**config.mk**
```make
export PLATFORM = sky130hd
export DESIGN_NAME = fetch_flow_ctrl_flat
export DESIGN_NICKNAME = d
export VERILOG_FILES = /design/src/rtl/fetch_flow_ctrl_if.sv /design/src/rtl/fetch_flow_ctrl.sv /design/src/flat_wrapper.sv
export SDC_FILE = /design/constraint.sdc
export NUM_CORES = 1
export LEC_CHECK = 0
export BUFFER_PORTS_ARGS = -buffer_cell sky130_fd_sc_hd__buf_4
export CAP_MARGIN = 20
export CORE_UTILIZATION = 40
export CTS_BUF_LIST = sky130_fd_sc_hd__clkbuf_2
export CTS_CLUSTER_SIZE = 40
export DETAILED_ROUTE_END_ITERATION = 10
export PLACE_DENSITY = 0.63
export RECOVER_POWER = 50
export SYNTH_ARGS = -nofsm -noshare
export SYNTH_HDL_FRONTEND = slang
export SYNTH_SLANG_ARGS = --single-unit
```
**constraint.sdc**
```tcl
create_clock -name clk -period 4.1 [get_ports clk]
set_input_delay 0 -clock clk [delete_from_list [all_inputs] [get_ports clk]]
set_output_delay 0 -clock clk [all_outputs]
set_load 0.05 [all_outputs]
```
**src/rtl/fetch_flow_ctrl_if.sv**
```systemverilog
// Signal bundle between the fetch-stage sequencing controller and the
// surrounding pipeline (fetch, decode and execute stages).
interface fetch_flow_ctrl_if;
  logic [7:0]  pred_pc;
  logic        ex_branch_valid;
  logic [7:0]  ex_branch_pc;
  logic        ex_branch_taken;
  logic [7:0]  ex_branch_target;
  logic        ex_pred_taken;
  logic [7:0]  ex_pred_target;
  logic        hazard_stall;
  logic        halt_req;
  logic        resume;
  logic        stall;
  logic        flush;
  logic        PC_sel;
  logic        predict_taken;
  logic [7:0]  branch_target;
  logic        kill;
  logic        halt;
  logic [15:0] mispredict_cnt;

  // Pipeline side: drives requests and branch resolutions, observes controls.
  modport master (
    output pred_pc, ex_branch_valid, ex_branch_pc, ex_branch_taken,
           ex_branch_target, ex_pred_taken, ex_pred_target,
           hazard_stall, halt_req, resume,
    input  stall, flush, PC_sel, predict_taken, branch_target,
           kill, halt, mispredict_cnt
  );

  // Controller side.
  modport slave (
    input  pred_pc, ex_branch_valid, ex_branch_pc, ex_branch_taken,
           ex_branch_target, ex_pred_taken, ex_pred_target,
           hazard_stall, halt_req, resume,
    output stall, flush, PC_sel, predict_taken, branch_target,
           kill, halt, mispredict_cnt
  );
endinterface

```
**src/rtl/fetch_flow_ctrl.sv**
```systemverilog
// Fetch-stage sequencing controller: direct-mapped BTB with 2-bit counters,
// misprediction redirect, hazard stall and halt arbitration for an 8-bit PC.
module fetch_flow_ctrl #(
  parameter int         IDX_W    = 4,
  parameter logic [1:0] CNT_INIT = 2'b10
) (
  input  logic            clk,
  input  logic            reset,
  fetch_flow_ctrl_if.slave bus
);

  localparam int TAG_W   = 8 - IDX_W;
  localparam int ENTRIES = 1 << IDX_W;

  typedef enum logic [1:0] {RUN, REDIRECT, HALT} state_t;

  state_t           state;
  logic             btb_vld [ENTRIES];
  logic [1:0]       btb_cnt [ENTRIES];
  logic [TAG_W-1:0] btb_tag [ENTRIES];
  logic [7:0]       btb_tgt [ENTRIES];
  logic             redir_taken_p1;
  logic [7:0]       redir_tgt_p1;
  logic [15:0]      mp_cnt;

  function automatic logic [1:0] sat_cnt_inc(input logic [1:0] c);
    return (c == 2'b11) ? c : c + 2'b01;
  endfunction

  function automatic logic [1:0] sat_cnt_dec(input logic [1:0] c);
    return (c == 2'b00) ? c : c - 2'b01;
  endfunction

  function automatic logic [15:0] sat_mp_inc(input logic [15:0] c);
    return (c == 16'hFFFF) ? c : c + 16'd1;
  endfunction

  // BTB lookup for the PC fetch is reading now (pre-update contents)
  logic [IDX_W-1:0] lk_idx;
  logic             lk_hit;
  assign lk_idx = bus.pred_pc[IDX_W-1:0];
  assign lk_hit = btb_vld[lk_idx] && (btb_tag[lk_idx] == bus.pred_pc[7:IDX_W]);

  // Branch resolution from execute; only meaningful while running
  logic [IDX_W-1:0] ex_idx;
  logic             ex_hit;
  logic             upd_en;
  logic             mp;
  logic [7:0]       fix_tgt;
  assign ex_idx  = bus.ex_branch_pc[IDX_W-1:0];
  assign ex_hit  = btb_vld[ex_idx] && (btb_tag[ex_idx] == bus.ex_branch_pc[7:IDX_W]);
  assign upd_en  = (state == RUN) && bus.ex_branch_valid;
  assign mp      = upd_en &&
                   ((bus.ex_branch_taken != bus.ex_pred_taken) ||
                    (bus.ex_branch_taken && (bus.ex_pred_target != bus.ex_branch_target)));
  assign fix_tgt = bus.ex_branch_taken ? bus.ex_branch_target : bus.ex_branch_pc + 8'd1;

  // Control state: FSM, redirect latch, BTB valid/counters, mispredict count
  always_ff @(posedge clk or posedge reset) begin
    if (reset) begin
      state          <= RUN;
      redir_taken_p1 <= 1'b0;
      redir_tgt_p1   <= 8'h00;
      mp_cnt         <= 16'h0000;
      for (int i = 0; i < ENTRIES; i++) begin
        btb_vld[i] <= 1'b0;
        btb_cnt[i] <= 2'b01;
      end
    end else begin
      case (state)
        RUN: begin
          if (upd_en) begin
            if (ex_hit) begin
              btb_cnt[ex_idx] <= bus.ex_branch_taken ? sat_cnt_inc(btb_cnt[ex_idx])
                                                     : sat_cnt_dec(btb_cnt[ex_idx]);
            end else if (bus.ex_branch_taken) begin
              btb_vld[ex_idx] <= 1'b1;
              btb_cnt[ex_idx] <= CNT_INIT;
            end
          end
          // A mispredict wins over halt_req: that HALT sits on the wrong path.
          if (mp) begin
            redir_taken_p1 <= bus.ex_branch_taken;
            redir_tgt_p1   <= fix_tgt;
            mp_cnt         <= sat_mp_inc(mp_cnt);
            state          <= REDIRECT;
          end else if (bus.halt_req) begin
            state <= HALT;
          end
        end
        REDIRECT: state <= RUN;
        HALT: begin
          if (bus.resume) state <= RUN;
        end
        default: state <= RUN;
      endcase
    end
  end

  // BTB tag/target payload; qualified by the valid bits, so left unreset
  always_ff @(posedge clk) begin
    if (upd_en && bus.ex_branch_taken) begin
      btb_tag[ex_idx] <= bus.ex_branch_pc[7:IDX_W];
      btb_tgt[ex_idx] <= bus.ex_branch_target;
    end
  end

  // Fetch-side controls decoded from state; forced low while reset is held
  always_comb begin
    bus.stall         = 1'b0;
    bus.flush         = 1'b0;
    bus.PC_sel        = 1'b0;
    bus.predict_taken = 1'b0;
    bus.branch_target = 8'h00;
    bus.kill          = 1'b0;
    bus.halt          = 1'b0;
    if (!reset) begin
      case (state)
        RUN: begin
          bus.stall         = bus.hazard_stall;
          bus.predict_taken = lk_hit && btb_cnt[lk_idx][1];
          bus.branch_target = lk_hit ? btb_tgt[lk_idx] : 8'h00;
        end
        REDIRECT: begin
          bus.PC_sel        = redir_taken_p1;
          bus.flush         = !redir_taken_p1;
          bus.branch_target = redir_tgt_p1;
          bus.kill          = 1'b1;
        end
        HALT: begin
          bus.halt  = 1'b1;
          bus.stall = 1'b1;
        end
        default: ;
      endcase
    end
  end

  assign bus.mispredict_cnt = mp_cnt;

endmodule
```
**src/flat_wrapper.sv**
```systemverilog
// flat-port wrapper written by rule: the top's interface ports become plain ports
module fetch_flow_ctrl_flat 
#(
  parameter int         IDX_W    = 4,
  parameter logic [1:0] CNT_INIT = 2'b10
)
  (clk, reset, bus_pred_pc, bus_ex_branch_valid, bus_ex_branch_pc, bus_ex_branch_taken, bus_ex_branch_target, bus_ex_pred_taken, bus_ex_pred_target, bus_hazard_stall, bus_halt_req, bus_resume, bus_stall, bus_flush, bus_PC_sel, bus_predict_taken, bus_branch_target, bus_kill, bus_halt, bus_mispredict_cnt);
  fetch_flow_ctrl_if bus_i ();
  input  logic clk;
  input  logic reset;
  input wire logic [$bits(bus_i.pred_pc)-1:0] bus_pred_pc;
  input wire logic [$bits(bus_i.ex_branch_valid)-1:0] bus_ex_branch_valid;
  input wire logic [$bits(bus_i.ex_branch_pc)-1:0] bus_ex_branch_pc;
  input wire logic [$bits(bus_i.ex_branch_taken)-1:0] bus_ex_branch_taken;
  input wire logic [$bits(bus_i.ex_branch_target)-1:0] bus_ex_branch_target;
  input wire logic [$bits(bus_i.ex_pred_taken)-1:0] bus_ex_pred_taken;
  input wire logic [$bits(bus_i.ex_pred_target)-1:0] bus_ex_pred_target;
  input wire logic [$bits(bus_i.hazard_stall)-1:0] bus_hazard_stall;
  input wire logic [$bits(bus_i.halt_req)-1:0] bus_halt_req;
  input wire logic [$bits(bus_i.resume)-1:0] bus_resume;
  output wire logic [$bits(bus_i.stall)-1:0] bus_stall;
  output wire logic [$bits(bus_i.flush)-1:0] bus_flush;
  output wire logic [$bits(bus_i.PC_sel)-1:0] bus_PC_sel;
  output wire logic [$bits(bus_i.predict_taken)-1:0] bus_predict_taken;
  output wire logic [$bits(bus_i.branch_target)-1:0] bus_branch_target;
  output wire logic [$bits(bus_i.kill)-1:0] bus_kill;
  output wire logic [$bits(bus_i.halt)-1:0] bus_halt;
  output wire logic [$bits(bus_i.mispredict_cnt)-1:0] bus_mispredict_cnt;
  assign bus_i.pred_pc = bus_pred_pc;
  assign bus_i.ex_branch_valid = bus_ex_branch_valid;
  assign bus_i.ex_branch_pc = bus_ex_branch_pc;
  assign bus_i.ex_branch_taken = bus_ex_branch_taken;
  assign bus_i.ex_branch_target = bus_ex_branch_target;
  assign bus_i.ex_pred_taken = bus_ex_pred_taken;
  assign bus_i.ex_pred_target = bus_ex_pred_target;
  assign bus_i.hazard_stall = bus_hazard_stall;
  assign bus_i.halt_req = bus_halt_req;
  assign bus_i.resume = bus_resume;
  assign bus_stall = bus_i.stall;
  assign bus_flush = bus_i.flush;
  assign bus_PC_sel = bus_i.PC_sel;
  assign bus_predict_taken = bus_i.predict_taken;
  assign bus_branch_target = bus_i.branch_target;
  assign bus_kill = bus_i.kill;
  assign bus_halt = bus_i.halt;
  assign bus_mispredict_cnt = bus_i.mispredict_cnt;
  fetch_flow_ctrl #(.IDX_W(IDX_W), .CNT_INIT(CNT_INIT)) u_core (.clk(clk), .reset(reset), .bus(bus_i));
endmodule
```
==> reports/qor.csv, run 1 <==
metric,value,unit
status,"finished, violations left",
violations,"DRC, capacitance limit, slew limit",
cts-root-buf,clkbuf_2,
area.growth.synth_to_final,15.7,%
clock_latency,0.88,ns
path_cells,"mux4_2, mux2i_1, xor2_1, nand3_1, o22a_1, nor2_1, a22o_1, buf_4",
worstHoldPathCells,6,
worstMarginPinSlew,1.96,ns
syn_nets,875,
switchingPower,1970,uW
start_util,40.9,%
drt-initial-drc-count,797,
mostFrequentLayoutCells,"edfxtp_1, clkbuf_2, mux4_2, buf_4, dfrtp_1",
netlist_instances,830,
synthesis.area,12600,sq um
power.internal,4400,uW
rr_worst_depth,5,
grt_pass1_wl,51300,um
power.density,436,nW/um^2
hp-class,in -> reg,
drcViolationCount,3,
port_buffers,69,
drive_above_1_share,27.9,%
die_area,32300,sq um
synth_top_area_share,45.7,%
cts_setup_buffers,0,
routed_wl,34100,um
post-route-period-util,89.0,%
cp_slowest_cell,nor2_1,
yosysUniqueCellTypes,58,
leakage,0.00539,uW
drt_pass1_iterations,8,
viasPerCell,5.73,
clkSinkCount,267,
power_frac_comb,17.6,%
yosys-top-cells-area,"edfxtp_1, mux4_2, dfrtp_1",
grt_overflow,0,
setup_tns,0,ns
worstPathArrival,3.65,ns
fp.dieW,180,um
switching_share,30.9,%
skew,0.109,ns
synthArstFlopShare,28.1,%
fmax,274,MHz
grt_max_degree,43,
cts_buffers,72,
slew_viol_final,78,
ff_latch_area,7660,sq um
vias,8263,
num-fill-cells,2749,
p_clk_share,30.6,%
cts_tree,done,
dpl.hpwl,20800,um
synthFlopType,edfxtp_1,
max_stage_delay,0.62,ns
p_seq_share,51.9,%
rows,64,
end_kind,output port,
cp_num_cells,8,
die_h,180,um
groute.usage.overall,21.4,%
criticalPathCategory,reg -> out,
first_global_vias,8297,
ant_nets,0,
cp.buffers_inverters,1,
max_cap_viol_count,2,
multi_input_area,4660,sq um
synth_warnings,0,
final_util,47.4,%
min_period,3.65,ns
gp_congestion,0.870,
finalSetupViolations,0,
core_area,30800,sq um
h-tree-depth,3,
whs,0.0633,ns
critPathMaxFanout,8,
cts.clk_slew.worst_paths,0.10,ns
slew_headroom,-31.1,%
ys_seq_elements,267,
required,4.10,ns
clock_path_buffers,3,
cp-start-kind,flop,
hold_violations,0,
path_delay_family,simple AND/OR/NAND/NOR gates,
seq_area_frac_synth,60.7,%
synth_edf_count,192,
rsz0062_at_grt,false,
io_pins,70,
antenna_found_initial,1,
syn_area_per_cell,15.2,sq um
ir_drop,0.000254,V
final_common_cell,edfxtp_1,
fin_nets,1037,
wire_per_inst,23.6,um
synth_top_cell_by_area,edfxtp_1,
-- cells by family (layout without fill, tap and decap cells) --
| group | Yosys count | after routing | share of synthesized area [%] |
|---|---|---|---|
| compound gates | 110 | 110 | 5.94 |
| xor+xnor | 40 | 40 | 2.78 |
| fa+ha+maj | 7 | 7 | 0.664 |
| buf+inv | 59 | 274 | 2.44 |
| flops | 267 | 267 | 60.7 |
| mux | 114 | 114 | 17.2 |
| other cells | 0 | 1 | 0 |
| simple gates | 233 | 233 | 10.2 |
-- tightest hold or removal path, cell delays in order --
cell,delay (ns)
buf_4,0.27
nand4_1,0.22
or3_1,0.12
a21oi_1,0.06
a21oi_1,0.10
o21ai_0,0.07
-- timing repair --
action / in CTS / in global routing
hold buffers: 50 / 0
gates resized for setup: 0 / 0
hold endpoints to repair: 384 / 0
-- state kept, by name, indices dropped and copies added (netlist names) --
| signal | flops |
|---|---|
| u_core.btb_vld | 16 |
| u_core.redir_tgt_p1 | 8 |
| u_core.btb_tgt | 128 |
| u_core.bus.mispredict_cnt | 16 |
| u_core.btb_cnt | 32 |
| u_core.redir_taken_p1 | 1 |
| u_core.btb_tag | 64 |
| u_core.state | 2 |
-- synth_stat cells, types with 3 or more instances --
library cell  instances
a211oi_1              3
clkbuf_1             23
nand4_1              29
nand2_1              45
buf_4                 3
dfrtp_1              59
xor2_1               17
buf_2                18
xnor2_1              23
buf_1                 3
a22oi_1               6
nor3b_1               3
ha_1                  5
nand2b_1             12
o22ai_1               4
edfxtp_1            192
o21ai_0              22
dfstp_2              16
mux2i_1              26
and2_1               15
inv_1                 6
nand3_1              15
nor2_1               31
a21bo_1               3
mux4_2               82
and3_1               20
nor2b_1               7
buf_6                 4
a21oi_1              26
a22o_1               13
or3_1                16
a21o_1               17
and4_1               18
nor3_1               16
mux2_2                6
-- per-stage QoR --
step | instances | total power [uW] | area, sq um | setup slack (ns)
after floorplan | 830 | 4070 | 12600 | 1.38
after global placement | 1264 | 4430 | 13500 | 1.19
after detailed placement | 1264 | 4440 | 13500 | 1.14
after CTS | 1441 | 6440 | 14700 | 0.397
after global routing | 1442 | 6680 | 14600 | 0.173
final | 1442 | 6370 | 14600 | 0.450
-- layer usage --
layer / wire [um] / part of all wire, % / vias to the layer above / GRT usage [%]
met5: 0 / 0 / - / 0
met4: 1300 / 3.8 / 0 / 9.93
met3: 2280 / 6.7 / 78 / 4.27
met2: 16500 / 49 / 328 / 34.7
met1: 13900 / 41 / 4189 / 27.7
li1: - / - / 3668 / -
-- power groups by stage --
stage	clock [uW]	combinational, uW	sequential [uW]
2_1_floorplan	0	697	3380
3_3_place_gp	0	1080	3350
3_5_place_dp	0	1090	3360
4_1_cts	2000	1140	3300
5_1_grt	2140	1200	3330
6_report	1950	1120	3310
-- area by class of cell --
class,count,share of cell area (%)
clock buffers,104,3.56
repair buffers,141,7.36
multi-input cells,504,31.9
inverters,6,0.163
diodes,1,0.0171
well taps,396,3.39
flip-flops and latches,267,52.5
clock inverters,23,1.13
-- worst paths after layout --
kind,start,end,slack [ns]
max in group asynchronous,reset,u_core.btb_cnt[9]$_DFFE_PP0P_,0.70
worst min-delay path,bus_ex_branch_pc[1],u_core.redir_tgt_p1[7]$_DFFE_PP0P_,0.06
worst max-delay path,u_core.btb_tag[15][3]$_DFFE_PP_,bus_branch_target[7],0.45
worst max register to register,u_core.state[1]$_DFFE_PP0P_,u_core.btb_tag[6][1]$_DFFE_PP_,1.22
worst min register to register,u_core.btb_vld[2]$_DFFE_PP0P_,u_core.btb_vld[2]$_DFFE_PP0P_,0.48
min in group asynchronous,reset,u_core.redir_tgt_p1[4]$_DFFE_PP0P_,0.81
(Power assumes the default switching activity.)
==> run 2: changes to the inputs <==
--- a/config.mk
+++ b/config.mk
@@ -5,13 +5,12 @@
 export SDC_FILE = /design/constraint.sdc
 export NUM_CORES = 1
 export LEC_CHECK = 0
-export BUFFER_PORTS_ARGS = -buffer_cell sky130_fd_sc_hd__buf_4
-export CAP_MARGIN = 20
 export CORE_UTILIZATION = 40
 export CTS_BUF_LIST = sky130_fd_sc_hd__clkbuf_2
 export CTS_CLUSTER_SIZE = 40
 export DETAILED_ROUTE_END_ITERATION = 10
-export PLACE_DENSITY = 0.63
+export DONT_BUFFER_PORTS = 1
+export PLACE_DENSITY = 0.61
 export RECOVER_POWER = 50
 export SYNTH_ARGS = -nofsm -noshare
 export SYNTH_HDL_FRONTEND = slang
==> run 2 against run 1 <==
The flow still finishes with violations (DRC, capacitance limit, slew limit). Critical path depth is 1 lower. Worst setup slack worse by 0.17 ns. Cell count shrank 5.6%. Critical path type unchanged.
==> reports/qor.csv, run 2 (synthesized netlist as in run 1, its figures left out) <==
metric,value,unit,change
status,"finished, violations left",,
violations,"DRC, capacitance limit, slew limit",,
largest_register_ffs,128,,unchanged
skew,0.0898,ns,-0.0189 ns
rows,64,,unchanged
rsz0062_at_grt,false,,
h-tree-depth,3,,unchanged
slew_headroom,-32.4,%,-1.3 points
gp_congestion,0.799,,-8.2%
grt_pass1_wl,51900,um,+1.1%
mostFrequentLayoutCells,"edfxtp_1, clkbuf_2, mux4_2, dfrtp_1, nand2_1",,
design_area,14000,sq um,-3.8%
required,4.10,ns,about the same
setup_tns,0,ns,unchanged
groute.usage.overall,21.7,%,+0.34 points
place_area,13000,sq um,-3.8%
grt_max_degree,57,,+33%
top_regs,"u_core.btb_tgt x128, u_core.btb_tag x64, u_core.btb_cnt x32",,
clock_path_buffers,3,,unchanged
top_register,u_core.btb_tgt,,
fin_nets,954,,-8.0%
num-fill-cells,2725,,-0.87%
hp-class,in -> reg,,
cts_buffers,73,,+1.4%
power.density,441,nW/um^2,+1.0%
post_cts_resized,0,,unchanged
ant_nets,0,,unchanged
hold_violations,0,,unchanged
io_pins,70,,unchanged
final_common_cell,edfxtp_1,,
clkSinkCount,267,,unchanged
ir_drop,0.000159,V,-37%
criticalPathCategory,reg -> out,,
worstMarginPinSlew,1.99,ns,+0.0301 ns
first_global_vias,8318,,+0.25%
end_kind,output port,,
drt_pass1_iterations,9,,+1
dpl.hpwl,20000,um,-3.8%
wire_per_inst,24.9,um,+5.5%
power_frac_comb,14.7,%,-2.9 points
area.growth.synth_to_final,11.3,%,
max_cap_viol_count,2,,unchanged
place_inst,1193,,-5.6%
critPathMaxFanout,8,,unchanged
grt_overflow,0,,unchanged
fmax,262,MHz,-4.5%
cts-root-buf,clkbuf_2,,
viasPerCell,5.84,,+1.9%
slew_viol_final,69,,-12%
die_h,180,um,unchanged
finalSetupViolations,0,,unchanged
switchingPower,1920,uW,-2.8%
drcViolationCount,6,,+3
switching_share,31.0,%,+0.034 points
fp.dieW,180,um,unchanged
vias,7948,,-3.8%
min_period,3.82,ns,+0.172 ns
power.internal,4270,uW,-2.9%
p_seq_share,54.9,%,+3.0 points
core_area,30800,sq um,unchanged
cts_tree,done,,
final_cells,1361,,-5.6%
p_clk_share,30.4,%,-0.2 points
place_ws,1.18,ns,+0.0331 ns
drt-initial-drc-count,747,,-6.3%
die_area,32300,sq um,unchanged
cts.clk_slew.worst_paths,0.08,ns,-0.02 ns
start_util,40.9,%,unchanged
final.setup.worst_slack,0.278,ns,-0.172 ns
leakage,0.00508,uW,-5.8%
antenna_found_initial,2,,+1
routed_wl,33900,um,-0.43%
worstPathArrival,3.82,ns,+0.17 ns
port_buffers,0,,-100%
cp-start-kind,flop,,
drive_above_1_share,26.8,%,-1.2 points
post-route-period-util,93.2,%,+4.2 points
clock_latency,0.90,ns,+0.02 ns
==> run 2: changes by cell type in the layout (fill, tap and decap cells not counted), sizes merged <==
cell	previous run	this run
dlygate4sd3	50	35
clkbuf	133	113
diode	1	2
clkinvlp	2	4
buf	62	20
bufinv	2	0
inv	9	8
clkinv	16	12
==> run 2: layout make-up <==
cell class / instances / area [sq um] / area share [%]
inverter: 6 / 23.8 / 0.169
clock inverter: 18 / 108 / 0.766
sequential: 267 / 7660 / 54.6
tap: 396 / 495 / 3.53
multi-input combinational: 504 / 4670 / 33.3
clock buffer: 111 / 556 / 3.96
antenna: 2 / 5.00 / 0.0356
timing repair buffer: 57 / 520 / 3.71
==> run 2: power by group through the flow <==
stage | Combinational, uW | Clock [uW] | Sequential, uW
2_1_floorplan | 697 | 0 | 3380
3_3_place_gp | 794 | 0 | 3440
3_5_place_dp | 805 | 0 | 3450
4_1_cts | 911 | 1940 | 3390
5_1_grt | 993 | 2080 | 3420
6_report | 911 | 1880 | 3400
==> run 2: timing repair <==
item | 4_1_cts | 5_1_grt
setup endpoints to repair | 0 | 0
hold buffers | 37 | 0
buffers inserted | 0 | 0
endpoints found under the hold margin | 488 | 0
==> run 2: critical path, stage by stage (launching register included) <==
cell	delay, ns
edfxtp_1	0.39
mux4_2	0.49
mux2i_1	0.22
xnor2_1	0.12
a211o_1	0.23
o22a_1	0.24
nor2_1	0.68
a22o_1	0.61
==> run 2: through the flow <==
| step | hold slack, ns | power (uW) | util [%] |
|---|---|---|---|
| after global placement | 0.0295 | 4240 | 42.2 |
| after floorplan | 0.0989 | 4070 | - |
| after CTS | 0.00532 | 6240 | 45.6 |
| after detailed placement | 0.0317 | 4260 | 42.2 |
| final | 0.0558 | 6190 | 45.6 |
| after global routing | 0.0304 | 6490 | 45.5 |
==> run 2: final timing paths <==
path | startpoint | to | slack [ns] | cells after the start
max in group asynchronous | reset | u_core.redir_taken_p1$_DFFE_PP0P_ | 1.57 | 4
setup reg to reg | u_core.btb_tag[14][2]$_DFFE_PP_ | u_core.btb_cnt[10]$_DFFE_PP1P_ | 0.73 | 9
hold reg to reg | u_core.btb_cnt[4]$_DFFE_PP1P_ | u_core.btb_cnt[4]$_DFFE_PP1P_ | 0.49 | 2
setup / recovery | u_core.btb_tag[11][3]$_DFFE_PP_ | bus_branch_target[4] | 0.28 | 7
min in group asynchronous | reset | u_core.btb_cnt[2]$_DFFE_PP1P_ | 0.60 | 3
hold / removal | bus_ex_branch_pc[1] | u_core.btb_cnt[16]$_DFFE_PP1P_ | 0.06 | 7
==> run 2: per-layer routing <==
metal  vias up  global-route usage (%)  wire (um)
met1      4057                    28.6      14200
met3        76                    4.94       2450
li1       3507                       -          -
met2       308                    35.0      16200
met5         -                       0          0
met4         0                    8.62       1050
